### config.mk
export PLATFORM = sky130hd
export DESIGN_NAME = frame_sequencer
export DESIGN_NICKNAME = d
export VERILOG_FILES = /design/src/rtl/frame_sequencer.sv
export SDC_FILE = /design/constraint.sdc
export NUM_CORES = 1
export LEC_CHECK = 0
export ABC_AREA = 1
export CORE_ASPECT_RATIO = 1.25
export CORE_UTILIZATION = 39
export DETAILED_ROUTE_END_ITERATION = 6
export PLACE_DENSITY = 0.79
export REMOVE_ABC_BUFFERS = 1
export SLEW_MARGIN = 10
export SYNTH_ARGS = -nofsm -noshare
export SYNTH_HDL_FRONTEND = slang
export SYNTH_SLANG_ARGS = --single-unit
### constraint.sdc
create_clock -name i_clk -period 1.3 [get_ports i_clk]
set_input_delay 0.39 -clock i_clk [delete_from_list [all_inputs] [get_ports i_clk]]
set_output_delay 0.39 -clock i_clk [all_outputs]
set_load 0.02 [all_outputs]
### src/rtl/frame_sequencer.sv
// frame_sequencer: copies a completed next-target frame into the target
// framebuffer at a driver latch boundary. It then pulses o_start to the animator.
// It also keeps a saturating count of latch pulses since the last commit.
module frame_sequencer #(
    parameter int c_ledboards = 30,
    parameter int c_bpc       = 12,
    parameter int c_max_time  = 1024,
    parameter int c_max_type  = 64,
    localparam int c_channels = c_ledboards * 32,
    localparam int c_time_w   = $clog2(c_max_time),
    localparam int c_type_w   = $clog2(c_max_type),
    localparam int c_addr_w   = $clog2(c_channels)
) (
    input  logic                i_clk,
    input  logic                i_rst,
    input  logic                i_frame_done,
    input  logic                i_lat,
    input  logic [c_bpc-1:0]    i_next_data,
    input  logic [c_time_w-1:0] i_next_time,
    input  logic [c_type_w-1:0] i_next_type,
    output logic [c_addr_w-1:0] o_next_raddr,
    output logic                o_target_wen,
    output logic [c_addr_w-1:0] o_target_waddr,
    output logic [c_bpc-1:0]    o_target_wdata,
    output logic [c_time_w-1:0] o_target_time,
    output logic [c_type_w-1:0] o_target_type,
    output logic                o_busy,
    output logic                o_start,
    output logic [c_time_w-1:0] o_elapsed
);

    localparam logic [c_addr_w-1:0] c_last_addr   = c_addr_w'(c_channels - 1);
    localparam logic [c_time_w-1:0] c_elapsed_max = c_time_w'(c_max_time - 1);

    typedef enum logic [1:0] {
        ST_IDLE,
        ST_COPY,
        ST_FLUSH,
        ST_DONE
    } state_t;

    state_t              state_reg;
    logic                pending_reg;
    logic [c_addr_w-1:0] raddr_reg;
    logic                wen_reg;
    logic [c_addr_w-1:0] waddr_reg;
    logic [c_time_w-1:0] time_reg;
    logic [c_type_w-1:0] type_reg;
    logic                busy_reg;
    logic                start_reg;
    logic [c_time_w-1:0] elapsed_reg;
    logic                copy_start;

    // A copy may only begin from IDLE, on a latch boundary, with a frame waiting.
    assign copy_start = (state_reg == ST_IDLE) && i_lat && pending_reg;

    // Pending frame flag; a frame_done arriving with the copy start is kept for the next copy.
    always_ff @(posedge i_clk) begin
        if (i_rst) begin
            pending_reg <= 1'b0;
        end else if (copy_start) begin
            pending_reg <= i_frame_done;
        end else if (i_frame_done) begin
            pending_reg <= 1'b1;
        end
    end

    // Copy sequencer: walk read addresses, trail them with writes, then commit.
    always_ff @(posedge i_clk) begin
        if (i_rst) begin
            state_reg <= ST_IDLE;
            raddr_reg <= '0;
            wen_reg   <= 1'b0;
            waddr_reg <= '0;
            time_reg  <= '0;
            type_reg  <= '0;
            busy_reg  <= 1'b0;
            start_reg <= 1'b0;
        end else begin
            start_reg <= 1'b0;
            case (state_reg)
                ST_IDLE: begin
                    if (copy_start) begin
                        time_reg  <= i_next_time;
                        type_reg  <= i_next_type;
                        raddr_reg <= '0;
                        busy_reg  <= 1'b1;
                        state_reg <= ST_COPY;
                    end
                end
                ST_COPY: begin
                    // Read data for raddr_reg arrives next cycle, so the write
                    // for this address is scheduled one cycle behind.
                    wen_reg   <= 1'b1;
                    waddr_reg <= raddr_reg;
                    if (raddr_reg == c_last_addr) begin
                        raddr_reg <= '0;
                        state_reg <= ST_FLUSH;
                    end else begin
                        raddr_reg <= raddr_reg + c_addr_w'(1);
                    end
                end
                ST_FLUSH: begin
                    // The last channel's write is on the bus this cycle.
                    wen_reg   <= 1'b0;
                    busy_reg  <= 1'b0;
                    start_reg <= 1'b1;
                    state_reg <= ST_DONE;
                end
                default: begin
                    state_reg <= ST_IDLE;
                end
            endcase
        end
    end

    // Latch pulses since the last commit; the commit clear beats a coincident latch.
    always_ff @(posedge i_clk) begin
        if (i_rst) begin
            elapsed_reg <= '0;
        end else if (start_reg) begin
            elapsed_reg <= '0;
        end else if (i_lat && (elapsed_reg != c_elapsed_max)) begin
            elapsed_reg <= elapsed_reg + c_time_w'(1);
        end
    end

    assign o_next_raddr   = raddr_reg;
    assign o_target_wen   = wen_reg;
    assign o_target_waddr = waddr_reg;
    // Read data is already one cycle behind its address, which lines it up with
    // the registered write address; it is zeroed whenever no write is in progress.
    assign o_target_wdata = wen_reg ? i_next_data : '0;
    assign o_target_time  = time_reg;
    assign o_target_type  = type_reg;
    assign o_busy         = busy_reg;
    assign o_start        = start_reg;
    assign o_elapsed      = elapsed_reg;

endmodule

==> Word-level counts from Yosys, hierarchy flattened <==
Cells that the tools add are included.
{ "totals": {"reg_bits": 52, "latch_bits": 0, "ramBits": 0, "romBits": 0, "in_bits": 32, "output_inout_bits": 61, "wordCells": 44, "mem_count": 0} }
{ "classes": {"n_addsub": 2, "mul": 0, "div_mod_pow": 0, "magnitude_cmp": 0, "n_eq_ne": 6, "n_shift": 0, "muxes": 13, "bitwise_logic": 0, "reduce_logical": 13} }
{ "ops": {"columns": ["cell", "n"], "rows": [
  ["10-bit by 1-bit adder with 10-bit output, second input constant", 2],
  ["10-bit two-way mux", 2],
  ["10-bit one-hot mux with 2 select lines", 1],
  ["12-bit two-way mux", 1],
  ["10-bit == test, second input constant", 1],
  ["10-bit != test, second input constant", 1],
  ["2-bit AND reduction", 4],
  ["2-bit nonzero test", 4],
  ["2-bit one-hot mux with 3 select lines", 1],
  ["1-bit two-way mux", 4],
  ["2-bit two-way mux", 2],
  ["2-bit != test, second input constant", 2],
  ["1-bit one-hot mux with 2 select lines", 2],
  ["1-bit logical AND", 3],
  ["2-bit by 1-bit == test with 1-bit output, second input constant", 1],
  ["2-bit == test, second input constant", 1],
  ["2-bit logical NOT", 1],
  ["2-bit OR reduction", 1]
]} }

==> Depth between registers and ports, before layout <==
Gate-level depths: netlist of the first run.
{ "logic_depth": {"ltp_word": 5, "depth_mapped": 9} }

==> Least setup slack after synthesis of the first run <==
OpenSTA, ideal clock, no wires.
{ "synth_timing": {"kind": "register to register", "from": "reg raddr_reg[1], in the netlist o_next_raddr[1]", "to": "reg raddr_reg[3], in the netlist o_next_raddr[3]", "setup_time_ps": 117, "t_arrival_ps": 1397, "t_required_ps": 1183, "slack_ps": -215, "path_stages_with_launch": 9, "n_path_buf": 0, "synth_period_minus_slack_ps": 1515, "path_cell_list": "dfxtp_1 ha_1 nand3_1 inv_1 nand3_1 nand2_1 nand2_1 nand2_1 nor2_1"} }
{ "synth_via": {"elab_chain_cells": 3} }
{ "synth_rtl": {"columns": ["item", "line", "rtl"], "rows": [
  ["start, declared", "44", "logic [c_addr_w-1:0] raddr_reg;"],
  ["start signal, assigned", "100", "raddr_reg <= raddr_reg + c_addr_w'(1);"],
  ["10-bit by 1-bit adder with 10-bit output or 10-bit == test (tied branches)", "100, 96", null],
  ["10-bit two-way mux (*)", "96", "if (raddr_reg == c_last_addr) begin"],
  ["10-bit one-hot mux with 2 select lines (*)", "81", "case (state_reg)"]
]} }
Every way passes the cells marked *; elsewhere a longest branch is shown, timed or not.
A chain may end at the register's enable or synchronous reset.

==> Final worst setup path of the first run <==
{ "layout_timing": {"from": "reg state_reg[0]", "to": "reg raddr_reg[3], in the netlist o_next_raddr[3]"} }
{ "layout_via": {"elab_chain_cells": 5} }
{ "layout_rtl": {"columns": ["item", "line", "rtl"], "rows": [
  ["start, declared", "42", "state_t state_reg;"],
  ["start signal, assigned", "71", "state_reg <= ST_IDLE;"],
  ["start signal, assigned", "88", "state_reg <= ST_COPY;"],
  ["start signal, assigned", "98", "state_reg <= ST_FLUSH;"],
  ["2-bit logical NOT", "55, 81", null],
  ["1-bit logical AND (2 in series)", "55", "assign copy_start = (state_reg == ST_IDLE) && i_lat && pending_reg;"],
  ["2-bit != test (no source line)", null, null],
  ["2-bit AND reduction (no source line)", null, null]
]} }
Parallel ways exist; a longest one is shown, timed or not.

==> results of run 1 <==
## synthesized netlist by cell type
master	number	area share
o21ai_1	1	0.0021
o21bai_1	1	0.0032
o21ai_0	32	0.069
nand3b_1	1	0.0032
buf_2	1	0.0021
a221oi_1	1	0.0038
buf_1	1	0.0016
nor2_1	38	0.061
nand3_2	1	0.0043
o21ai_4	1	0.0070
nor3_1	3	0.0064
xnor2_1	1	0.0038
xor2_1	4	0.015
clkbuf_1	8	0.013
nand2_1	64	0.10
dfxtp_1	52	0.45
nand3_1	11	0.024
a21oi_1	40	0.086
inv_1	53	0.085
nand4_1	5	0.013
buf_4	1	0.0032
nand3_4	1	0.0075
or2_0	1	0.0027
nor2_2	1	0.0027
ha_1	6	0.032
## how the worst max path moves through the flow
stage	slack, ns	depth (start not counted)	from	to
after global routing	-0.27	9	state_reg[0]	o_next_raddr[3]
after CTS	-0.11	4	o_target_wen	o_target_wdata[2]
after detailed placement	-0.64	4	i_next_data[8]	o_target_wdata[8]
final	-0.26	9	state_reg[0]	o_next_raddr[3]
after global placement	-0.63	4	i_next_data[7]	o_target_wdata[7]
after floorplan	-0.44	7	state_reg[1]	o_next_raddr[7]
## cell usage in the layout (no fill, tap or decap), drive strengths merged, types with 3 or more instances in the layout
cell type,instances
buf,139
nand2,64
inv,53
dfxtp,52
a21oi,40
nor2,39
o21ai,34
clkdlybuf4s50,18
dlygate4sd2,13
nand3,13
clkbuf,9
ha,6
nand4,5
xor2,4
nor3,3
## cell type report
| cell class | instances | share of cell area |
|---|---|---|
| flip-flops and latches | 52 | 0.2301 |
| inverters | 53 | 0.04553 |
| clock buffers | 6 | 0.01563 |
| well taps | 66 | 0.01778 |
| clock inverters | 2 | 0.007543 |
| repair buffers | 173 | 0.3341 |
| multi-input cells | 213 | 0.3494 |
## layer usage
metal,track usage,part of all wire,vias to the layer above,wire [um]
li1,-,-,1381,-
met1,0.2228,0.36,1371,3374
met2,0.4087,0.55,136,5212
met3,0.04784,0.054,45,513
met4,0.08364,0.042,0,403
met5,0,0,-,0
## logic make-up (layout without fill, tap and decap cells)
group	count (synthesis)	count (layout)	synth area share
adder cells (fa/ha/maj)	6	6	0.03215
AO/OA/AOI/OAI	76	76	0.1704
flip-flops	52	52	0.4459
XOR/XNOR	5	5	0.01876
buffers and inverters	64	234	0.1050
AND/OR/NAND/NOR	126	126	0.2278
## stage by stage
| stage | instances | setup WS, ns | setup TNS, ns | instance area [um2] | hold WS [ns] |
|---|---|---|---|---|---|
| final | 565 | -0.2621 | -5.971 | 4644 | 0.4482 |
| after global routing | 565 | -0.2734 | -8.148 | 4644 | 0.4675 |
| after CTS | 543 | -0.1149 | -1.795 | 3910 | 0.4483 |
| after detailed placement | 528 | -0.6377 | -23.71 | 3695 | 0.4356 |
| after global placement | 528 | -0.6299 | -22.65 | 3695 | 0.4298 |
| after floorplan | 318 | -0.4417 | -7.278 | 2288 | 0.4591 |
## power breakdown
part | total (mW) | switching [mW] | internal (mW)
Combinational | 4.04 | 2.09 | 1.94
Sequential | 2.05 | 0.198 | 1.86
Clock | 1.10 | 0.530 | 0.572
Total | 7.19 | 2.82 | 4.37
## worst max-delay path, delay by kind of cell (launching register included)
kind,cells,cell delay [ns]
compound gates,2,0.42
flops,1,0.39
buf+inv,4,0.37
simple gates,2,0.19
fa+ha+maj,1,0.14
## timing repair
action | CTS | global route
buffers inserted | 7 | 17
endpoints found under the setup margin | 100 | 73
resized for setup | 329 | 218
pin swaps | 22 | 48
cloned | 0 | 5
==> flow_metrics.env, run 1 <==
export IMPL_start_util=0.4040
export IMPL_skew_ns=0.01665
export IMPL_cts_tree="done"
export IMPL_overflow=0
export IMPL_wire_per_inst_um=16.82
export IMPL_min_path_cells=2
export IMPL_holdPathEnd="o_target_time[8]"
export IMPL_area_growth_pct=98.93
export IMPL_setup_viol=61
export IMPL_antenna_cells=0
export IMPL_drc=5
export IMPL_final_util=0.8036
export IMPL_ios=93
export IMPL_cts_buffers=5
export IMPL_cp_arrival_ns=1.81
export IMPL_worst_ep_required_time_ns=1.55
export IMPL_routed_wl_mm=9.503
export IMPL_cts_max_path_buffers=2
export IMPL_grt_antenna_before_repair=0
export IMPL_synth_seq_cells=52
export IMPL_cp_end_kind="flop"
export IMPL_drive_gt1_frac=0.5892
export IMPL_outcome="finished, violations left"
export IMPL_r2r_cells=9
export IMPL_hold_viol=0
export IMPL_critPathLaunchType="flop"
export IMPL_vias=2933
export IMPL_rsz0062_at_grt="true"
export IMPL_grt_pass1_wl_mm=10.67
export IMPL_violations="DRC, setup timing"
export IMPL_ctsRootBufferMaster="clkbuf_8"
export IMPL_drtPass1Iterations=7
export IMPL_setup_slack_ns=-0.2621
export IMPL_syn_avg_cell_area_um2=7.096
export IMPL_syn_area_um2=2335
export IMPL_dpl_hpwl_mm=4.600
export IMPL_ctsHoldBuffers=0
export IMPL_crit_top_cell="buf_6"
export IMPL_hold_start="o_target_time[8]"
export IMPL_slew_viol_final=0
export IMPL_synth_warnings=0
export IMPL_cts_htree_levels=2
export IMPL_worst_slew_pin_slew_ns=0.3872
export IMPL_gp_congestion=0.8929
export IMPL_period_share=1.202
export IMPL_syn_inst=329
export IMPL_fillCellCount=376
export IMPL_drtIter0Drc=162
export IMPL_vias_per_cell=5.191
export IMPL_grt_max_degree=30
export IMPL_num_rows=31
export IMPL_hp_class="reg2reg"
export IMPL_p_leak_nw=2.143
export IMPL_rr_endpoint="o_next_raddr[3]"
export IMPL_multiInputGateArea_um2=1623
export IMPL_port_buffers=92
export IMPL_core_area_um2=5779
export IMPL_seq_area_frac_synth=0.4459
export IMPL_grt_usage=0.2122
export IMPL_crit_fanout=5
export IMPL_slew_headroom=0.7416
export IMPL_clock_latency_ns=0.32
export IMPL_die_y_um=88.51
export IMPL_grt_pass1_vias=2452
export IMPL_seq_area_um2=1069
export IMPL_clkTransAtPathRegs_ns=0.10
export IMPL_max_stage_delay_ns=0.39
export IMPL_dieArea_um2=6302
export IMPL_clock_sinks=52
export IMPL_path_class="reg2reg"
export IMPL_p_per_area_nw_per_um2=1549
export IMPL_peakVddDrop_v=0.001089
export IMPL_drtAntennaViolNets=0
export IMPL_finalCriticalPeriod_ns=1.562
export IMPL_fin_total_pwr_mw=7.194
export IMPL_reg2reg_from="state_reg[0]"
export IMPL_synth_cell_types=25
export IMPL_worst_path_max_delay_cell="dfxtp_2"
export IMPL_nNetsFinal=536
export IMPL_die_x_um=71.21
export IMPL_regToRegSetupSlack_ns=-0.26
export IMPL_max_freq_ghz=0.6402
export IMPL_drv_cap=0
export IMPL_path_cells="buf_6, ha_4, inv_4, o21ai_4, buf_6, inv_6, o21ai_1, nand2_1, nor2_1"
Note: power is estimated with default switching activity, not from simulation.
==> inputs of run 2 (changes only) <==
PLACE_DENSITY = 0.86   (was 0.79)
SKIP_LAST_GASP = 1   (was default)
==> flow_metrics.env, run 2 (synthesized netlist as in run 1, its figures left out) <==
export IMPL_cts_buffers=5
export IMPL_hp_class="reg2reg"
export IMPL_vias_per_cell=5.125
export IMPL_cp_end_kind="primary output"
export IMPL_clock_sinks=52
export IMPL_clock_latency_ns=0.31
export IMPL_cts_max_path_buffers=2
export IMPL_rsz0062_at_grt="true"
export IMPL_port_buffers=92
export IMPL_worst_slew_pin_slew_ns=0.3513
export IMPL_path_cells="buf_12, nand2_2, inv_2, buf_6"
export IMPL_finalInstanceArea_um2=4394
export IMPL_die_y_um=88.51
export IMPL_grt_busiest_layer="met2"
export IMPL_antenna_cells=0
export IMPL_routed_wl_mm=8.570
export IMPL_max_stage_delay_ns=0.38
export IMPL_drc=6
export IMPL_setup_viol=55
export IMPL_drtPass1Iterations=7
export IMPL_die_x_um=71.21
export IMPL_violations="DRC, setup timing"
export IMPL_drive_gt1_frac=0.5407
export IMPL_p_per_area_nw_per_um2=1388
export IMPL_cts_htree_levels=2
export IMPL_max_freq_ghz=0.6856
export IMPL_setup_slack_ns=-0.1585
export IMPL_start_util=0.4040
export IMPL_drtIter0Drc=174
export IMPL_drv_cap=0
export IMPL_worst_path_max_delay_cell="dfxtp_4"
export IMPL_ctsRootBufferMaster="clkbuf_8"
export IMPL_area_growth_pct=88.21
export IMPL_outcome="finished, violations left"
export IMPL_grt_antenna_before_repair=0
export IMPL_vias=2860
export IMPL_finalCriticalPeriod_ns=1.459
export IMPL_slew_headroom=0.7649
export IMPL_p_leak_nw=2.067
export IMPL_crit_fanout=7
export IMPL_gp_congestion=0.9042
export IMPL_grt_pass1_vias=2625
export IMPL_grt_use_met1=0.2326
export IMPL_gr_usage_met3=0.06150
export IMPL_core_area_um2=5779
export IMPL_dp_cells=528
export IMPL_cp_arrival_ns=1.07
export IMPL_ios=93
export IMPL_use_met2=0.4286
export IMPL_slew_viol_final=0
export IMPL_worst_ep_required_time_ns=0.91
export IMPL_overflow=0
export IMPL_wire_per_inst_um=15.36
export IMPL_clkTransAtPathRegs_ns=0.09
export IMPL_stdcell_count=558
export IMPL_grt_pass1_wl_mm=11.41
export IMPL_num_rows=31
export IMPL_dpl_hpwl_mm=4.819
export IMPL_drtAntennaViolNets=0
export IMPL_grt_max_degree=21
export IMPL_critPathTopFamily="flip-flops"
export IMPL_cts_tree="done"
export IMPL_period_share=1.122
export IMPL_nNetsFinal=532
export IMPL_critPathLaunchType="flop"
export IMPL_final_cell_mix="55 x buf_4, 44 x buf_2, 38 x dfxtp_1"
export IMPL_mostFrequentLayoutCell="buf_4"
export IMPL_peakVddDrop_v=0.001141
export IMPL_skew_ns=0.004090
export IMPL_path_class="reg2out"
export IMPL_hold_viol=0
export IMPL_dieArea_um2=6302
export IMPL_grt_usage=0.2294
export IMPL_worst_path_buf_inv=3
export IMPL_post_dp_cell_area_um2=3695
-- run 2: changes by cell type in the layout (fill, tap and decap cells not counted), sizes merged --
cell	previous run	this run
clkbuf	9	7
bufinv	1	0
clkinv	1	0
clkdlybuf4s15	0	1
buf	139	135
-- run 2: where the power goes --
group / switching (mW) / internal (mW) / leakage, nW
clock network: 0.515 / 0.349 / 0.0359
logic: 1.75 / 1.45 / 1.60
registers: 0.174 / 1.86 / 0.432
-- run 2: cell type report --
type	count	area, um2
multi-input combinational	213	1498
timing repair buffer	169	1465
fill	412	1385
sequential	52	1074
inverter	53	206.4
tap	66	82.58
clock buffer	5	68.82
-- run 2: metal layers --
layer	wire, um	up-vias	share of wire
met3	526	24	0.061
met4	208	0	0.024
met5	0	-	0
met1	3144	1359	0.37
li1	-	1370	-
met2	4690	107	0.55
-- run 2: path summary, 6_finish.rpt --
check,slack [ns],end,startpoint,cells past startpoint
setup / recovery,-0.16,o_target_wdata[0],o_target_wen,4
hold / removal,0.46,o_target_type[2],o_target_type[2],2
setup reg to reg,-0.16,o_next_raddr[7],state_reg[0],8
hold reg to reg,0.46,o_target_type[2],o_target_type[2],2
-- run 2: repair_timing --
item | 4_1_cts | 5_1_grt
pin swaps | 27 | 44
hold endpoints to repair | 0 | 0
hold buffers | 0 | 0
cloned | 2 | 2
resized for setup | 344 | 138
buffers inserted | 12 | 10
endpoints found under the setup margin | 100 | 72
-- run 2: worst min-delay path, cell delays in order, from the launching register on --
cell and delay [ns]:
dfxtp_1 0.32, inv_1 0.05, a21oi_1 0.05
-- run 2: through the flow --
stage | utilization | TNS (ns) | total power, mW | setup WS (ns) | hold slack [ns]
finish | 0.7603 | -4.125 | 6.098 | -0.1585 | 0.4624
global route | 0.7603 | -7.000 | 6.375 | -0.2240 | 0.4803
CTS | 0.6960 | -2.320 | 5.531 | -0.1439 | 0.4465
detailed placement | 0.6393 | -22.84 | 4.348 | -0.6592 | 0.4346
global placement | 0.6393 | -21.60 | 4.264 | -0.6203 | 0.4295
floorplan | - | -7.278 | 3.130 | -0.4417 | 0.4591
==> inputs of run 3 (changes only) <==
CORE_MARGIN = 10   (was default)
==> flow_metrics.env, run 3 (synthesized netlist as in run 1, its figures left out) <==
export IMPL_path_class="reg2reg"
export IMPL_cp_end_kind="flop"
export IMPL_grt_pass1_vias=2681
export IMPL_post_dp_cell_area_um2=3717
export IMPL_clkTransAtPathRegs_ns=0.10
export IMPL_start_util=0.4013
export IMPL_top_layer_used="met4"
export IMPL_gp_congestion=0.9396
export IMPL_fin_tns_setup_ns=-4.808
export IMPL_wl_met1_mm=3.353
export IMPL_cp_startpoint="state_reg[1]"
export IMPL_wire_per_inst_um=17.45
export IMPL_critPathLaunchType="flop"
export IMPL_violations="setup timing"
export IMPL_ctsRootBufferMaster="clkbuf_8"
export IMPL_reg2reg_from="state_reg[1]"
export IMPL_wl_met2_mm=5.575
export IMPL_grt_max_degree=27
export IMPL_final_cell_mix="52 x buf_4, 46 x buf_2, 35 x dfxtp_1"
export IMPL_cts_max_path_buffers=2
export IMPL_mostFrequentLayoutCell="buf_4"
export IMPL_overflow=0
export IMPL_antenna_cells=0
export IMPL_p_leak_nw=2.092
export IMPL_routed_wl_mm=9.788
export IMPL_peakVddDrop_v=0.0008799
export IMPL_clock_latency_ns=0.31
export IMPL_ctsHoldBuffers=0
export IMPL_port_buffers=92
export IMPL_cts_htree_levels=2
export IMPL_drtPass1Iterations=4
export IMPL_slew_viol_final=0
export IMPL_worst_ep_required_time_ns=1.56
export IMPL_grt_antenna_before_repair=0
export IMPL_max_freq_ghz=0.6704
export IMPL_cts_buffers=5
export IMPL_cp_arrival_ns=1.75
export IMPL_fillCellCount=405
export IMPL_hold_start="o_target_time[8]"
export IMPL_crit_fanout=6
export IMPL_worst_slew_pin_slew_ns=0.3756
export IMPL_drtAntennaViolNets=0
export IMPL_die_x_um=89.21
export IMPL_route_met3_wl_um=558
export IMPL_hold_viol=0
export IMPL_ios=93
export IMPL_drive_gt1_frac=0.5495
export IMPL_dpl_hpwl_mm=5.894
export IMPL_setup_viol=54
export IMPL_grt_pass1_wl_mm=12.54
export IMPL_drtIter0Drc=130
export IMPL_drv_cap=0
export IMPL_cts_tree="done"
export IMPL_num_rows=31
export IMPL_finalCriticalPeriod_ns=1.492
export IMPL_fin_total_pwr_mw=6.288
export IMPL_grt_usage=0.1622
export IMPL_area_growth_pct=89.12
export IMPL_finalInstanceArea_um2=4415
export IMPL_nNetsFinal=532
export IMPL_core_area_um2=5818
export IMPL_slew_headroom=0.7493
export IMPL_period_share=1.147
export IMPL_outcome="finished, violations left"
export IMPL_die_y_um=106.5
export IMPL_rsz0062_at_grt="true"
export IMPL_vias=2908
export IMPL_hp_class="reg2reg"
export IMPL_setup_slack_ns=-0.1916
export IMPL_p_per_area_nw_per_um2=1424
export IMPL_dieArea_um2=9501
export IMPL_drc=0
export IMPL_vias_per_cell=5.184
export IMPL_skew_ns=0.008455
export IMPL_pre_cts_ws_ns=-0.6665
export IMPL_clock_sinks=52
-- run 3: metal layers --
| layer | vias to the layer above | track usage |
|---|---|---|
| met2 | 116 | 0.2990 |
| li1 | 1374 | - |
| met5 | - | 0 |
| met4 | 0 | 0.06720 |
| met3 | 29 | 0.05042 |
| met1 | 1389 | 0.1600 |
-- run 3: through the flow --
| stage | util | instances | hold WS, ns |
|---|---|---|---|
| 6_report | 0.7589 | 561 | 0.4475 |
| 5_1_grt | 0.7589 | 561 | 0.4570 |
| 4_1_cts | 0.6520 | 545 | 0.4484 |
| 3_5_place_dp | 0.6389 | 531 | 0.4364 |
| 3_3_place_gp | 0.6389 | 531 | 0.4289 |
| 2_1_floorplan | - | 318 | 0.4591 |
-- run 3: critical path: stages, from the launching register on --
cell and delay, ns:
dfxtp_2 0.35, inv_4 0.08, ha_4 0.19, nand3_4 0.14
o21ai_4 0.17, nand3_2 0.11, buf_4 0.15, nor2_1 0.10
nor2_1 0.06, nor2_1 0.09
-- run 3: area by class of cell --
class,count,area (um2),share of cell area
multi-input combinational,213,1495,0.3386
inverter,53,209.0,0.04732
sequential,52,1072,0.2428
timing repair buffer,169,1463,0.3313
clock inverter,1,7.507,0.001700
tap,66,82.58,0.01870
clock buffer,7,86.33,0.01955
-- run 3: final timing paths --
check | endpoint | slack, ns | cells past startpoint
setup reg to reg | o_next_raddr[9] | -0.19 | 9
hold reg to reg | o_target_time[8] | 0.45 | 2
setup / recovery | o_next_raddr[9] | -0.19 | 9
hold / removal | o_target_time[8] | 0.45 | 2
-- run 3: power by group --
group | internal (mW) | leakage, nW | switching [mW] | total, mW
Clock | 0.434 | 0.0445 | 0.527 | 0.961
Combinational | 1.53 | 1.62 | 1.78 | 3.31
Sequential | 1.85 | 0.433 | 0.161 | 2.01
-- run 3: timing repair --
| item | 4_1_cts | 5_1_grt |
|---|---|---|
| pin swaps | 19 | 39 |
| buffers inserted | 6 | 11 |
| gates resized for setup | 332 | 160 |
| endpoints found under the setup margin | 99 | 56 |
| endpoints found under the hold margin | 0 | 0 |
| gates cloned | 0 | 5 |
